[src/rtl/instr_encoder_loader_pkg.sv]
// RV32I opcode constants, instruction formats and loader FSM states shared by
// the encoder loader and its word encoder.
package rv_isa_pkg;

    localparam logic [6:0] OP_R     = 7'b0110011;
    localparam logic [6:0] OP_I     = 7'b0010011;
    localparam logic [6:0] OP_LOAD  = 7'b0000011;
    localparam logic [6:0] OP_S     = 7'b0100011;
    localparam logic [6:0] OP_B     = 7'b1100011;
    localparam logic [6:0] OP_LUI   = 7'b0110111;
    localparam logic [6:0] OP_AUIPC = 7'b0010111;
    localparam logic [6:0] OP_JAL   = 7'b1101111;
    localparam logic [6:0] OP_JALR  = 7'b1100111;

    typedef enum logic [2:0] {
        FMT_R,
        FMT_I,
        FMT_S,
        FMT_B,
        FMT_U,
        FMT_J,
        FMT_ILL
    } fmt_t;

    typedef enum logic [1:0] {
        IDLE,
        ENCODE,
        WRITE
    } loader_state_t;

    typedef struct packed {
        logic [6:0]  opcode;
        logic [4:0]  rd;
        logic [4:0]  rs1;
        logic [4:0]  rs2;
        logic [2:0]  funct3;
        logic [6:0]  funct7;
        logic [31:0] imm;
        logic        last;
    } instr_fields_t;

    // LOAD and JALR share the I-type layout.
    function automatic fmt_t opcode_fmt(input logic [6:0] op);
        fmt_t fmt;
        case (op)
            OP_R:                     fmt = FMT_R;
            OP_I, OP_LOAD, OP_JALR:   fmt = FMT_I;
            OP_S:                     fmt = FMT_S;
            OP_B:                     fmt = FMT_B;
            OP_LUI, OP_AUIPC:         fmt = FMT_U;
            OP_JAL:                   fmt = FMT_J;
            default:                  fmt = FMT_ILL;
        endcase
        return fmt;
    endfunction

endpackage

[src/rtl/instr_encoder_loader_if.sv]
// Bus bundles for the loader: decoded-field input handshake and the
// instruction-memory write/ack port.
interface instr_fields_if;

    logic        IN_VALID;
    logic        IN_READY;
    logic [6:0]  OPCODE;
    logic [4:0]  RD;
    logic [4:0]  RS1;
    logic [4:0]  RS2;
    logic [2:0]  FUNCT3;
    logic [6:0]  FUNCT7;
    logic [31:0] IMM;
    logic        LAST;

    modport master (
        output IN_VALID, OPCODE, RD, RS1, RS2, FUNCT3, FUNCT7, IMM, LAST,
        input  IN_READY
    );

    modport slave (
        input  IN_VALID, OPCODE, RD, RS1, RS2, FUNCT3, FUNCT7, IMM, LAST,
        output IN_READY
    );

endinterface

interface imem_wr_if #(
    parameter int unsigned ADDR_W = 10
);

    logic              MEM_WE;
    logic [ADDR_W-1:0] MEM_ADDR;
    logic [31:0]       MEM_WDATA;
    logic              MEM_ACK;

    modport master (
        output MEM_WE, MEM_ADDR, MEM_WDATA,
        input  MEM_ACK
    );

    modport slave (
        input  MEM_WE, MEM_ADDR, MEM_WDATA,
        output MEM_ACK
    );

endinterface

[src/rtl/instr_encoder_loader_word_encoder.sv]
// Combinational RV32I field-to-word encoder; flags unknown opcodes and
// misaligned branch/jump offsets as illegal.
module instr_word_encoder
    import rv_isa_pkg::*;
(
    input  logic [6:0]  opcode,
    input  logic [4:0]  rd,
    input  logic [4:0]  rs1,
    input  logic [4:0]  rs2,
    input  logic [2:0]  funct3,
    input  logic [6:0]  funct7,
    input  logic [31:0] imm,
    output logic [31:0] word,
    output logic        illegal
);

    fmt_t fmt;

    assign fmt = opcode_fmt(opcode);

    always_comb begin
        word    = '0;
        illegal = 1'b0;
        unique case (fmt)
            FMT_R: word = {funct7, rs2, rs1, funct3, rd, opcode};
            FMT_I: word = {imm[11:0], rs1, funct3, rd, opcode};
            FMT_S: word = {imm[11:5], rs2, rs1, funct3, imm[4:0], opcode};
            FMT_B: begin
                word    = {imm[12], imm[10:5], rs2, rs1, funct3, imm[4:1], imm[11], opcode};
                illegal = imm[0];
            end
            FMT_U: word = {imm[31:12], rd, opcode};
            FMT_J: begin
                word    = {imm[20], imm[10:1], imm[11], imm[19:12], rd, opcode};
                illegal = imm[0];
            end
            default: illegal = 1'b1;
        endcase
    end

endmodule

[src/rtl/instr_encoder_loader.sv]
// Program loader: accepts decoded RV32I fields, encodes them and writes the
// words sequentially into instruction memory, tracking count and status.
module instr_encoder_loader
    import rv_isa_pkg::*;
#(
    parameter int unsigned       ADDR_W    = 10,
    parameter logic [ADDR_W-1:0] BASE_ADDR = '0,
    parameter int unsigned       DEPTH     = 256,
    localparam int unsigned      CNT_W     = $clog2(DEPTH + 1)
) (
    input  logic             CLK,
    input  logic             RESET,
    input  logic             START,
    instr_fields_if.slave    fields,
    imem_wr_if.master        mem,
    output logic [CNT_W-1:0] COUNT,
    output logic             FULL,
    output logic             DONE,
    output logic             ERROR
);

    localparam logic [CNT_W-1:0] DEPTH_C = CNT_W'(DEPTH);

    loader_state_t     state_q, state_d;
    instr_fields_t     fld_q, fld_d;
    logic              we_q, we_d;
    logic [ADDR_W-1:0] addr_q, addr_d;
    logic [31:0]       wdata_q, wdata_d;
    logic [CNT_W-1:0]  count_q, count_d;
    logic              full_q, full_d;
    logic              done_q, done_d;
    logic              error_q, error_d;

    logic              in_ready;
    logic [31:0]       enc_word;
    logic              enc_illegal;
    logic [CNT_W-1:0]  count_inc;

    instr_word_encoder u_enc (
        .opcode  (fld_q.opcode),
        .rd      (fld_q.rd),
        .rs1     (fld_q.rs1),
        .rs2     (fld_q.rs2),
        .funct3  (fld_q.funct3),
        .funct7  (fld_q.funct7),
        .imm     (fld_q.imm),
        .word    (enc_word),
        .illegal (enc_illegal)
    );

    // START takes priority over a simultaneous IN_VALID by masking ready.
    assign in_ready  = (state_q == IDLE) && !RESET && !START && !full_q && !done_q;
    assign count_inc = count_q + CNT_W'(1);

    always_comb begin
        state_d = state_q;
        fld_d   = fld_q;
        we_d    = we_q;
        addr_d  = addr_q;
        wdata_d = wdata_q;
        count_d = count_q;
        full_d  = full_q;
        done_d  = done_q;
        error_d = error_q;
        unique case (state_q)
            IDLE: begin
                if (START) begin
                    addr_d  = BASE_ADDR;
                    count_d = '0;
                    full_d  = 1'b0;
                    done_d  = 1'b0;
                    error_d = 1'b0;
                end else if (fields.IN_VALID && in_ready) begin
                    fld_d.opcode = fields.OPCODE;
                    fld_d.rd     = fields.RD;
                    fld_d.rs1    = fields.RS1;
                    fld_d.rs2    = fields.RS2;
                    fld_d.funct3 = fields.FUNCT3;
                    fld_d.funct7 = fields.FUNCT7;
                    fld_d.imm    = fields.IMM;
                    fld_d.last   = fields.LAST;
                    state_d      = ENCODE;
                end
            end
            ENCODE: begin
                if (enc_illegal) begin
                    error_d = 1'b1;
                    state_d = IDLE;
                end else begin
                    wdata_d = enc_word;
                    we_d    = 1'b1;
                    state_d = WRITE;
                end
            end
            WRITE: begin
                if (mem.MEM_ACK) begin
                    we_d    = 1'b0;
                    addr_d  = addr_q + ADDR_W'(4);
                    count_d = count_inc;
                    if (count_inc == DEPTH_C) full_d = 1'b1;
                    if (fld_q.last) done_d = 1'b1;
                    state_d = IDLE;
                end
            end
            default: state_d = IDLE;
        endcase
    end

    always_ff @(posedge CLK) begin
        if (RESET) begin
            state_q <= IDLE;
            fld_q   <= '0;
            we_q    <= 1'b0;
            addr_q  <= BASE_ADDR;
            wdata_q <= '0;
            count_q <= '0;
            full_q  <= 1'b0;
            done_q  <= 1'b0;
            error_q <= 1'b0;
        end else begin
            state_q <= state_d;
            fld_q   <= fld_d;
            we_q    <= we_d;
            addr_q  <= addr_d;
            wdata_q <= wdata_d;
            count_q <= count_d;
            full_q  <= full_d;
            done_q  <= done_d;
            error_q <= error_d;
        end
    end

    assign fields.IN_READY = in_ready;
    assign mem.MEM_WE      = we_q;
    assign mem.MEM_ADDR    = addr_q;
    assign mem.MEM_WDATA   = wdata_q;
    assign COUNT           = count_q;
    assign FULL            = full_q;
    assign DONE            = done_q;
    assign ERROR           = error_q;

endmodule

[src/flat_wrapper.sv]
// flat-port wrapper written by rule: the top's interface ports become plain ports
module instr_encoder_loader_flat import rv_isa_pkg::*;
#(
    parameter int unsigned       ADDR_W    = 10,
    parameter logic [ADDR_W-1:0] BASE_ADDR = '0,
    parameter int unsigned       DEPTH     = 256,
    localparam int unsigned      CNT_W     = $clog2(DEPTH + 1)
)
  (CLK, RESET, START, COUNT, FULL, DONE, ERROR, fields_IN_VALID, fields_OPCODE, fields_RD, fields_RS1, fields_RS2, fields_FUNCT3, fields_FUNCT7, fields_IMM, fields_LAST, fields_IN_READY, mem_MEM_WE, mem_MEM_ADDR, mem_MEM_WDATA, mem_MEM_ACK);
  instr_fields_if fields_i ();
  imem_wr_if #(.ADDR_W(ADDR_W)) mem_i ();
  input  logic CLK;
  input  logic RESET;
  input  logic START;
  output logic [CNT_W-1:0] COUNT;
  output logic FULL;
  output logic DONE;
  output logic ERROR;
  input wire logic [$bits(fields_i.IN_VALID)-1:0] fields_IN_VALID;
  input wire logic [$bits(fields_i.OPCODE)-1:0] fields_OPCODE;
  input wire logic [$bits(fields_i.RD)-1:0] fields_RD;
  input wire logic [$bits(fields_i.RS1)-1:0] fields_RS1;
  input wire logic [$bits(fields_i.RS2)-1:0] fields_RS2;
  input wire logic [$bits(fields_i.FUNCT3)-1:0] fields_FUNCT3;
  input wire logic [$bits(fields_i.FUNCT7)-1:0] fields_FUNCT7;
  input wire logic [$bits(fields_i.IMM)-1:0] fields_IMM;
  input wire logic [$bits(fields_i.LAST)-1:0] fields_LAST;
  output wire logic [$bits(fields_i.IN_READY)-1:0] fields_IN_READY;
  output wire logic [$bits(mem_i.MEM_WE)-1:0] mem_MEM_WE;
  output wire logic [$bits(mem_i.MEM_ADDR)-1:0] mem_MEM_ADDR;
  output wire logic [$bits(mem_i.MEM_WDATA)-1:0] mem_MEM_WDATA;
  input wire logic [$bits(mem_i.MEM_ACK)-1:0] mem_MEM_ACK;
  assign fields_i.IN_VALID = fields_IN_VALID;
  assign fields_i.OPCODE = fields_OPCODE;
  assign fields_i.RD = fields_RD;
  assign fields_i.RS1 = fields_RS1;
  assign fields_i.RS2 = fields_RS2;
  assign fields_i.FUNCT3 = fields_FUNCT3;
  assign fields_i.FUNCT7 = fields_FUNCT7;
  assign fields_i.IMM = fields_IMM;
  assign fields_i.LAST = fields_LAST;
  assign fields_IN_READY = fields_i.IN_READY;
  assign mem_MEM_WE = mem_i.MEM_WE;
  assign mem_MEM_ADDR = mem_i.MEM_ADDR;
  assign mem_MEM_WDATA = mem_i.MEM_WDATA;
  assign mem_i.MEM_ACK = mem_MEM_ACK;
  instr_encoder_loader #(.ADDR_W(ADDR_W), .BASE_ADDR(BASE_ADDR), .DEPTH(DEPTH)) u_core (.CLK(CLK), .RESET(RESET), .START(START), .fields(fields_i), .mem(mem_i), .COUNT(COUNT), .FULL(FULL), .DONE(DONE), .ERROR(ERROR));
endmodule
[config.mk]
export PLATFORM = sky130hd
export DESIGN_NAME = instr_encoder_loader_flat
export DESIGN_NICKNAME = d
export VERILOG_FILES = /design/src/rtl/instr_encoder_loader_pkg.sv /design/src/rtl/instr_encoder_loader_if.sv /design/src/rtl/instr_encoder_loader_word_encoder.sv /design/src/rtl/instr_encoder_loader.sv /design/src/flat_wrapper.sv
export SDC_FILE = /design/constraint.sdc
export NUM_CORES = 1
export LEC_CHECK = 0
export ABC_AREA = 1
export BUFFER_PORTS_ARGS = -buffer_cell sky130_fd_sc_hd__buf_4
export CAP_MARGIN = 15
export CORE_MARGIN = 3
export CORE_UTILIZATION = 48
export DETAILED_ROUTE_END_ITERATION = 8
export PLACE_DENSITY = 0.82
export SLEW_MARGIN = 40
export SYNTH_ARGS = -nofsm -noshare
export SYNTH_HDL_FRONTEND = slang
export SYNTH_SLANG_ARGS = --single-unit
[constraint.sdc]
create_clock -name CLK -period 2 [get_ports CLK]
set_input_delay 0.3 -clock CLK [delete_from_list [all_inputs] [get_ports CLK]]
set_output_delay 0.3 -clock CLK [all_outputs]
set_load 0.005 [all_outputs]
Yosys cells after proc, flatten, opt, wreduce, memory -nomap -nowiden

Cells that the tools add are included.

Output and inout port bits: 56
Bits of input ports: 70
Bits in registers: 122
Word-level logic and storage cells: 97

Eq/ne operators: 25
Reduce and logical (&&, ||, !) cells: 26
Bitwise operators: 2
$add $sub $neg: 2
Mux-type cells: 26

Operator list:

| kind                    | number |
|---|---|
| $pmux W32 S6            | 1 |
| $eq A7 B6 Y1 const B    | 3 |
| $eq A7 B7 Y1 const B    | 3 |
| $mux W10                | 2 |
| $pmux W10 S2            | 1 |
| $mux W9                 | 2 |
| $pmux W3 S6             | 1 |
| $pmux W9 S2             | 1 |
| $reduce_and A3 Y1       | 5 |
| $eq A7 B5 Y1 const B    | 2 |
| $add A10 B3 Y10 const B | 1 |
| $ne A2 B2 Y1 const B    | 5 |
| $pmux W1 S2             | 5 |
| $add A9 B1 Y9 const B   | 1 |
| $eq A9 B9 Y1 const B    | 1 |
| $mux W1                 | 8 |
| $mux W2                 | 4 |
| $reduce_and A4 Y1       | 2 |
| $eq A7 B2 Y1 const B    | 1 |
| $eq A3 B2 Y1 const B    | 2 |
| $eq A3 B3 Y1 const B    | 2 |
| $ne A2 B1 Y1 const B    | 3 |
| $pmux W2 S3             | 1 |
| $reduce_bool A2 Y1      | 3 |
| 12 further kinds        | 21 |

Logic depth before layout (Yosys ltp)

Depth after elaboration: 9
Mapped depth: 17
Gate-level depth less buffers: 17

Modules after synthesis

Synthesis repeated with hierarchy kept, for this count alone.

Cells, all modules: 806
Area, all modules: 5552.8 um^2

By module, submodules not included:

| module               | instances | cells each | area each (um^2) | seq. area each (um^2) |
|---|---|---|---|---|
| instr_encoder_loader | 1         | 595        | 4544.4           | 2402.3 |
| instr_word_encoder   | 1         | 211        | 1008.5           | 0.0 |

Least setup slack after synthesis

Ideal clock, no wire load.

Kind: register to register
From: register u_core.fld_q[60] in the netlist's numbering
To: register u_core.wdata_q[1] (netlist: u_core.mem.MEM_WDATA[1])
Required time: 1872 ps
Setup slack: -129 ps
Arrival: 2001 ps
Setup time: 128 ps
Stages on the path, launching flop included: 13
Period minus slack after synthesis: 2129 ps
Cells stage by stage: dfxtp_1 > nor2_1 > nand2_1 > nor2_1 > inv_1 > ha_1 > o21ai_2 > nor2_4 > inv_2 > nand3_4 > inv_2 > clkbuf_1 > a21oi_1

Longest elaborated chain between the ends: 8
Elaborated cells on any way between the ends: 24

RTL lines:

| item                                                           | RTL line                                | source |
|---|---|---|
| start: declaration                                             | instr_encoder_loader.sv:25              | `instr_fields_t fld_q, fld_d;` |
| start signal: assignment                                       | instr_encoder_loader.sv:122             | `fld_q <= fld_d;` |
| $eq A7 B5 Y1, or another cell as far along                     | instr_encoder_loader_pkg.sv:45          | `case (op)` |
| $reduce_or A3 Y1 or $reduce_or A2 Y1 (tied branches)           | instr_encoder_loader_pkg.sv:45          |  |
| $pmux W3 S6 *                                                  | instr_encoder_loader_pkg.sv:45          |  |
| $eq A3 B3 Y1, or another cell as far along                     | instr_encoder_loader_word_encoder.sv:24 | `unique case (fmt)` |
| $reduce_or A4 Y1 (no line) or $reduce_or A2 Y1 (tied branches) | -                                       |  |
| $pmux W1 S2                                                    | instr_encoder_loader_word_encoder.sv:24 |  |
| $not A1 Y1 (no line)                                           | -                                       |  |
| $reduce_and A2 Y1 (no line)                                    | -                                       |  |
| end signal: assignment                                         | instr_encoder_loader.sv:125             | `wdata_q <= wdata_d;` |
| end: declaration                                               | instr_encoder_loader.sv:28              | `logic [31:0] wdata_q, wdata_d;` |

Every way passes the cells marked *; elsewhere a longest branch is shown, timed or not.
A chain may end at the register's enable or synchronous reset.

Final worst setup path

From: register u_core.fld_q[61] in the netlist's numbering
To: register u_core.wdata_q[31] (netlist: u_core.mem.MEM_WDATA[31])

The elaborated chain is that of the path after synthesis.

==> summary.txt <==
Drt
  • DR DRC count: 0
  • Initial detailed-routing violation count: ~570
  • DR vias/cell: ~5.6
  • Aggregate routed wire length: 17300 um
  • Number of nets with antenna violations after routing: 0
  • DR vias: 5713
  • TritonRoute pass-1 iters: 5
  • WL/cell: 16.9 um

Synthesis
  • Sequential fraction of the synthesis area: 0.464
  • Post-synthesis mux area share: 0
  • Synth Area in Compound Gates: 0.164
  • Register bit total from synthesis: 120
  • Dominant combinational cell family by area after synthesis: simple AND/OR/NAND/NOR gates
  • XOR/XNOR share of the synthesized area: 0.00676
  • Number of warnings issued by yosys: 0
  • Area fraction in and, or, nand and nor cells after synthesis: 0.290
  • Yosys cell types: 31
  • Adder-cell area share of the yosys netlist: 0.00966
  • Average cell area after synthesis: between 7 and 8 um^2
  • Instance count of the mapped netlist: 714
  • Post-synthesis instance area: 0.00518 mm^2

Floorplanning
  • Starting density of the core: 0.497
  • Die area: 0.0121 mm^2
  • Die span in x: between 100 and 150 um
  • Boundary pin count: 126
  • Core area: 0.0104 mm^2
  • Number of standard-cell rows in the floorplan: 37
  • Vertical die dimension: 110 um

Placement
  • Placer congestion estimate: a little under 0.9
  • PortBufs: 123
  • DP Worst Slack: -0.107 ns
  • DP Area: 0.00652 mm^2
  • Placed wire-length estimate after detailed placement: 10200 um

Min path
  • Startpoint of the worst hold path: fields_IMM[6]
  • Worst hold path stage count: 3
  • Destination of the worst hold path: u_core.fld_q[7]
  • Hold crit path type: in -> reg

Finish
  • Layout overhead on the synthesized area: 44.3%
  • # nets final: 948
  • Final design area excluding fillers: 0.00747 mm^2
  • N_diodes: 0
  • Final-layout fill cell count: 733
  • Proportion of layout cells with a drive suffix above 1: 0.322

Global route
  • First-pass GRT wire length: ~24000 um
  • Total GRT Usage: 0.253
  • Number of antenna violations at the first check in global routing: 0
  • Largest net degree at the start of global routing: 40
  • Total congestion overflow after global routing: 0
  • Number of global-route vias before repair: around 5100

Setup path
  • Worst setup path startpoint: u_core.fld_q[61]
  • Kind of cell adding the most delay to the critical path: simple AND/OR/NAND/NOR gates
  • Required time of the critical path: 2.43 ns
  • Capture point of the worst reg-to-reg path: u_core.mem.MEM_WDATA[31]
  • Cell with the biggest individual delay on the critical path: sky130_fd_sc_hd__dfxtp_4
  • CP Class: reg -> reg
  • Worst reg2reg path depth: 18
  • Data arrival at the endpoint of the critical path: 2.59 ns
  • Nature of the critical path endpoint: register
  • Peak fanout along the critical path: 6
  • Biggest cell delay along the critical path: 0.36 ns
  • Setup slack on the worst flop-to-flop path: -0.16 ns
  • Buffering stage count on the worst path with inverters included: 5
  • Startpoint kind of the worst setup timing path: register
  • Crit Reg-Reg Startpoint: u_core.fld_q[61]
  • Cells along the critical path: inv_2 > nand2_2 > nor2_4 > inv_2 > o21ai_4 > inv_4 > ha_4 > o21ai_4 > nor2_4 > nor2_4 > buf_4 > buf_8 > nand4_1 > nand2_1 > nor2_1 > nand2_1 > nand2_1 > a21oi_1

Run
  • Number of max-cap violations: 0

Run status
  • Violated checks: negative setup slack
  • Run status: complete, but fails checks

STA
  • Post-route minimum period: 2.16 ns
  • Unrepaired setup endpoints after global routing: yes
  • Maximum clock rate: about 460 MHz
  • Crit share post-route: 1.08
  • Setup Viol. Count Final: 38
  • Normalized max-slew margin: 0.552
  • Final hold slack: 0.0346 ns
  • Layout Skew: 0.00600 ns
  • Max Transition Viols Final: 0
  • Smallest setup slack after layout: -0.162 ns
  • Worst-margin pin slew: 0.668 ns
  • Number of hold violations in the final report: 0

Clocking
  • Clock Latency Late Sink: 0.51 ns
  • Number of levels the H-tree was split into: 4
  • Clk Tree Root Cell: sky130_fd_sc_hd__clkbuf_8
  • Number of buffers on the longest clock path: 2
  • Inserted Clock Buffers: 17
  • Sinks on the clock net: 120
  • Clock slew at the register clock pins of the worst setup and hold paths: 0.06 ns
  • Clock tree from TritonCTS: done

Power
  • Total Power Consumption: slightly below 6 mW
  • Worst VDD drop: ~0.43 mV
  • Power per standard cell area: a little under 800 mW/mm^2
  • Static leakage: between 3 and 4 nW
==> Yosys cell counts <==
library cell | count | share of area
sky130_fd_sc_hd__nor2_1 | 140 | 0.10
sky130_fd_sc_hd__nand2_1 | 125 | 0.091
sky130_fd_sc_hd__dfxtp_1 | 120 | 0.46
sky130_fd_sc_hd__o21ai_0 | 86 | 0.083
sky130_fd_sc_hd__a21oi_1 | 57 | 0.055
sky130_fd_sc_hd__nand3_1 | 48 | 0.046
sky130_fd_sc_hd__inv_1 | 31 | 0.022
sky130_fd_sc_hd__clkbuf_1 | 20 | 0.014
sky130_fd_sc_hd__nand4_1 | 14 | 0.017
sky130_fd_sc_hd__buf_2 | 11 | 0.011
sky130_fd_sc_hd__buf_4 | 8 | 0.012
sky130_fd_sc_hd__inv_2 | 8 | 0.0058
sky130_fd_sc_hd__a22oi_1 | 6 | 0.0087
sky130_fd_sc_hd__o211ai_1 | 5 | 0.0072
sky130_fd_sc_hd__ha_1 | 4 | 0.0097
sky130_fd_sc_hd__nand2_2 | 4 | 0.0048
sky130_fd_sc_hd__nor2_4 | 4 | 0.0087
sky130_fd_sc_hd__xor2_1 | 4 | 0.0068
sky130_fd_sc_hd__nor2_2 | 3 | 0.0036
sky130_fd_sc_hd__or2_2 | 3 | 0.0036
sky130_fd_sc_hd__nor3_1 | 2 | 0.0019
sky130_fd_sc_hd__o21ai_2 | 2 | 0.0034
sky130_fd_sc_hd__a21oi_2 | 1 | 0.0017
sky130_fd_sc_hd__a21oi_4 | 1 | 0.0031
sky130_fd_sc_hd__conb_1 | 1 | 0.00072
sky130_fd_sc_hd__nand3_2 | 1 | 0.0019
sky130_fd_sc_hd__nand3_4 | 1 | 0.0034
sky130_fd_sc_hd__nor3b_1 | 1 | 0.0015
sky130_fd_sc_hd__nor4_1 | 1 | 0.0012
sky130_fd_sc_hd__nor4_4 | 1 | 0.0041
sky130_fd_sc_hd__o21bai_1 | 1 | 0.0015
==> cells by family (layout without fill, tap and decap cells) <==
kind of cell / after synthesis / count (layout)
and+or+nand+nor: 348 / 349
adders and majority gates: 4 / 4
other: 1 / 2
DFF: 120 / 120
xor gates and xnor gates: 4 / 4
buffers and inverters: 78 / 247
AOI/OAI and AO/OA: 159 / 159
==> state kept, by name, summed over array words and instances, names as in the netlist <==
register	cells
u_core.mem.MEM_WE	1
u_core.mem.MEM_WDATA	32
u_core.ERROR	1
u_core.fld_q	65
u_core.DONE	1
u_core.COUNT	9
u_core.state_q	2
u_core.mem.MEM_ADDR	8
u_core.FULL	1
==> worst max-delay path by stage <==
stage                               end  slack, ns  cells after the start
6_report       u_core.mem.MEM_WDATA[31]      -0.16                     18
5_1_grt        u_core.mem.MEM_WDATA[31]      -0.25                     18
4_1_cts                 fields_IN_READY      -0.04                      5
3_5_place_dp   u_core.mem.MEM_WDATA[15]      -0.11                     15
3_3_place_gp   u_core.mem.MEM_WDATA[27]      -0.06                     16
2_1_floorplan  u_core.mem.MEM_WDATA[20]     0.0003                     15
==> metrics by stage <==
stage,std cells,setup TNS [ns],utilization
4_1_cts,1011,-0.0367,0.687
3_5_place_dp,975,-2.82,0.626
6_report,1021,-2.31,0.717
2_1_floorplan,715,0,-
5_1_grt,1021,-5.91,0.717
3_3_place_gp,975,-0.361,0.626
==> worst reg2reg max path, stage by stage, from the launching register on <==
cell and delay, ns:
sky130_fd_sc_hd__dfxtp_4 0.36, sky130_fd_sc_hd__inv_2 0.07, sky130_fd_sc_hd__nand2_2 0.06, sky130_fd_sc_hd__nor2_4 0.11
sky130_fd_sc_hd__inv_2 0.06, sky130_fd_sc_hd__o21ai_4 0.15, sky130_fd_sc_hd__inv_4 0.06, sky130_fd_sc_hd__ha_4 0.16
sky130_fd_sc_hd__o21ai_4 0.07, sky130_fd_sc_hd__nor2_4 0.10, sky130_fd_sc_hd__nor2_4 0.15, sky130_fd_sc_hd__buf_4 0.16
sky130_fd_sc_hd__buf_8 0.12, sky130_fd_sc_hd__nand4_1 0.07, sky130_fd_sc_hd__nand2_1 0.08, sky130_fd_sc_hd__nor2_1 0.04
sky130_fd_sc_hd__nand2_1 0.05, sky130_fd_sc_hd__nand2_1 0.07, sky130_fd_sc_hd__a21oi_1 0.17
==> repair_timing <==
| item | in CTS | in global routing |
|---|---|---|
| gates cloned | 1 | 3 |
| hold buffers | 0 | 0 |
| resized for setup | 16 | 59 |
| setup endpoints to repair | 35 | 95 |
| setup buffers | 5 | 7 |
| pin swaps | 7 | 20 |
==> power by group <==
group,internal (mW),switching (mW),leakage [nW]
Sequential,2.47,0.0560,0.978
Clock,1.76,1.05,0.258
Combinational,0.208,0.223,1.89
==> cell type report <==
class | count | area, um^2 | area share
sequential | 120 | 2420 | 0.323
clock inverter | 7 | 70.1 | 0.00938
inverter | 39 | 166 | 0.0223
multi-input combinational | 518 | 2670 | 0.357
tap | 136 | 170 | 0.0228
clock buffer | 23 | 477 | 0.0638
timing repair buffer | 178 | 1500 | 0.201
==> cells in the final DEF (no fill, tap or decap), drive strengths merged <==
cell        n
buf       175
nor2      148
nand2     129
dfxtp     120
o21ai      88
a21oi      59
nand3      50
inv        38
clkbuf     26
nand4      14
a22oi       6
o211ai      5
xor2        4
clkinvlp    4
ha          4
or2         3
clkinv      3
nor3        2
conb        2
nor4        2
nor3b       1
o21bai      1
bufinv      1
==> per-layer routing <==
| metal | up-vias | GRT usage | share of wire |
|---|---|---|---|
| met5 | - | 0 | 0 |
| met4 | 0 | 0.0988 | 0.041 |
| met3 | 74 | 0.0528 | 0.091 |
| met2 | 357 | 0.424 | 0.49 |
| met1 | 2604 | 0.318 | 0.38 |
| li1 | 2678 | - | - |
Power figures use the tool's default switching activity.
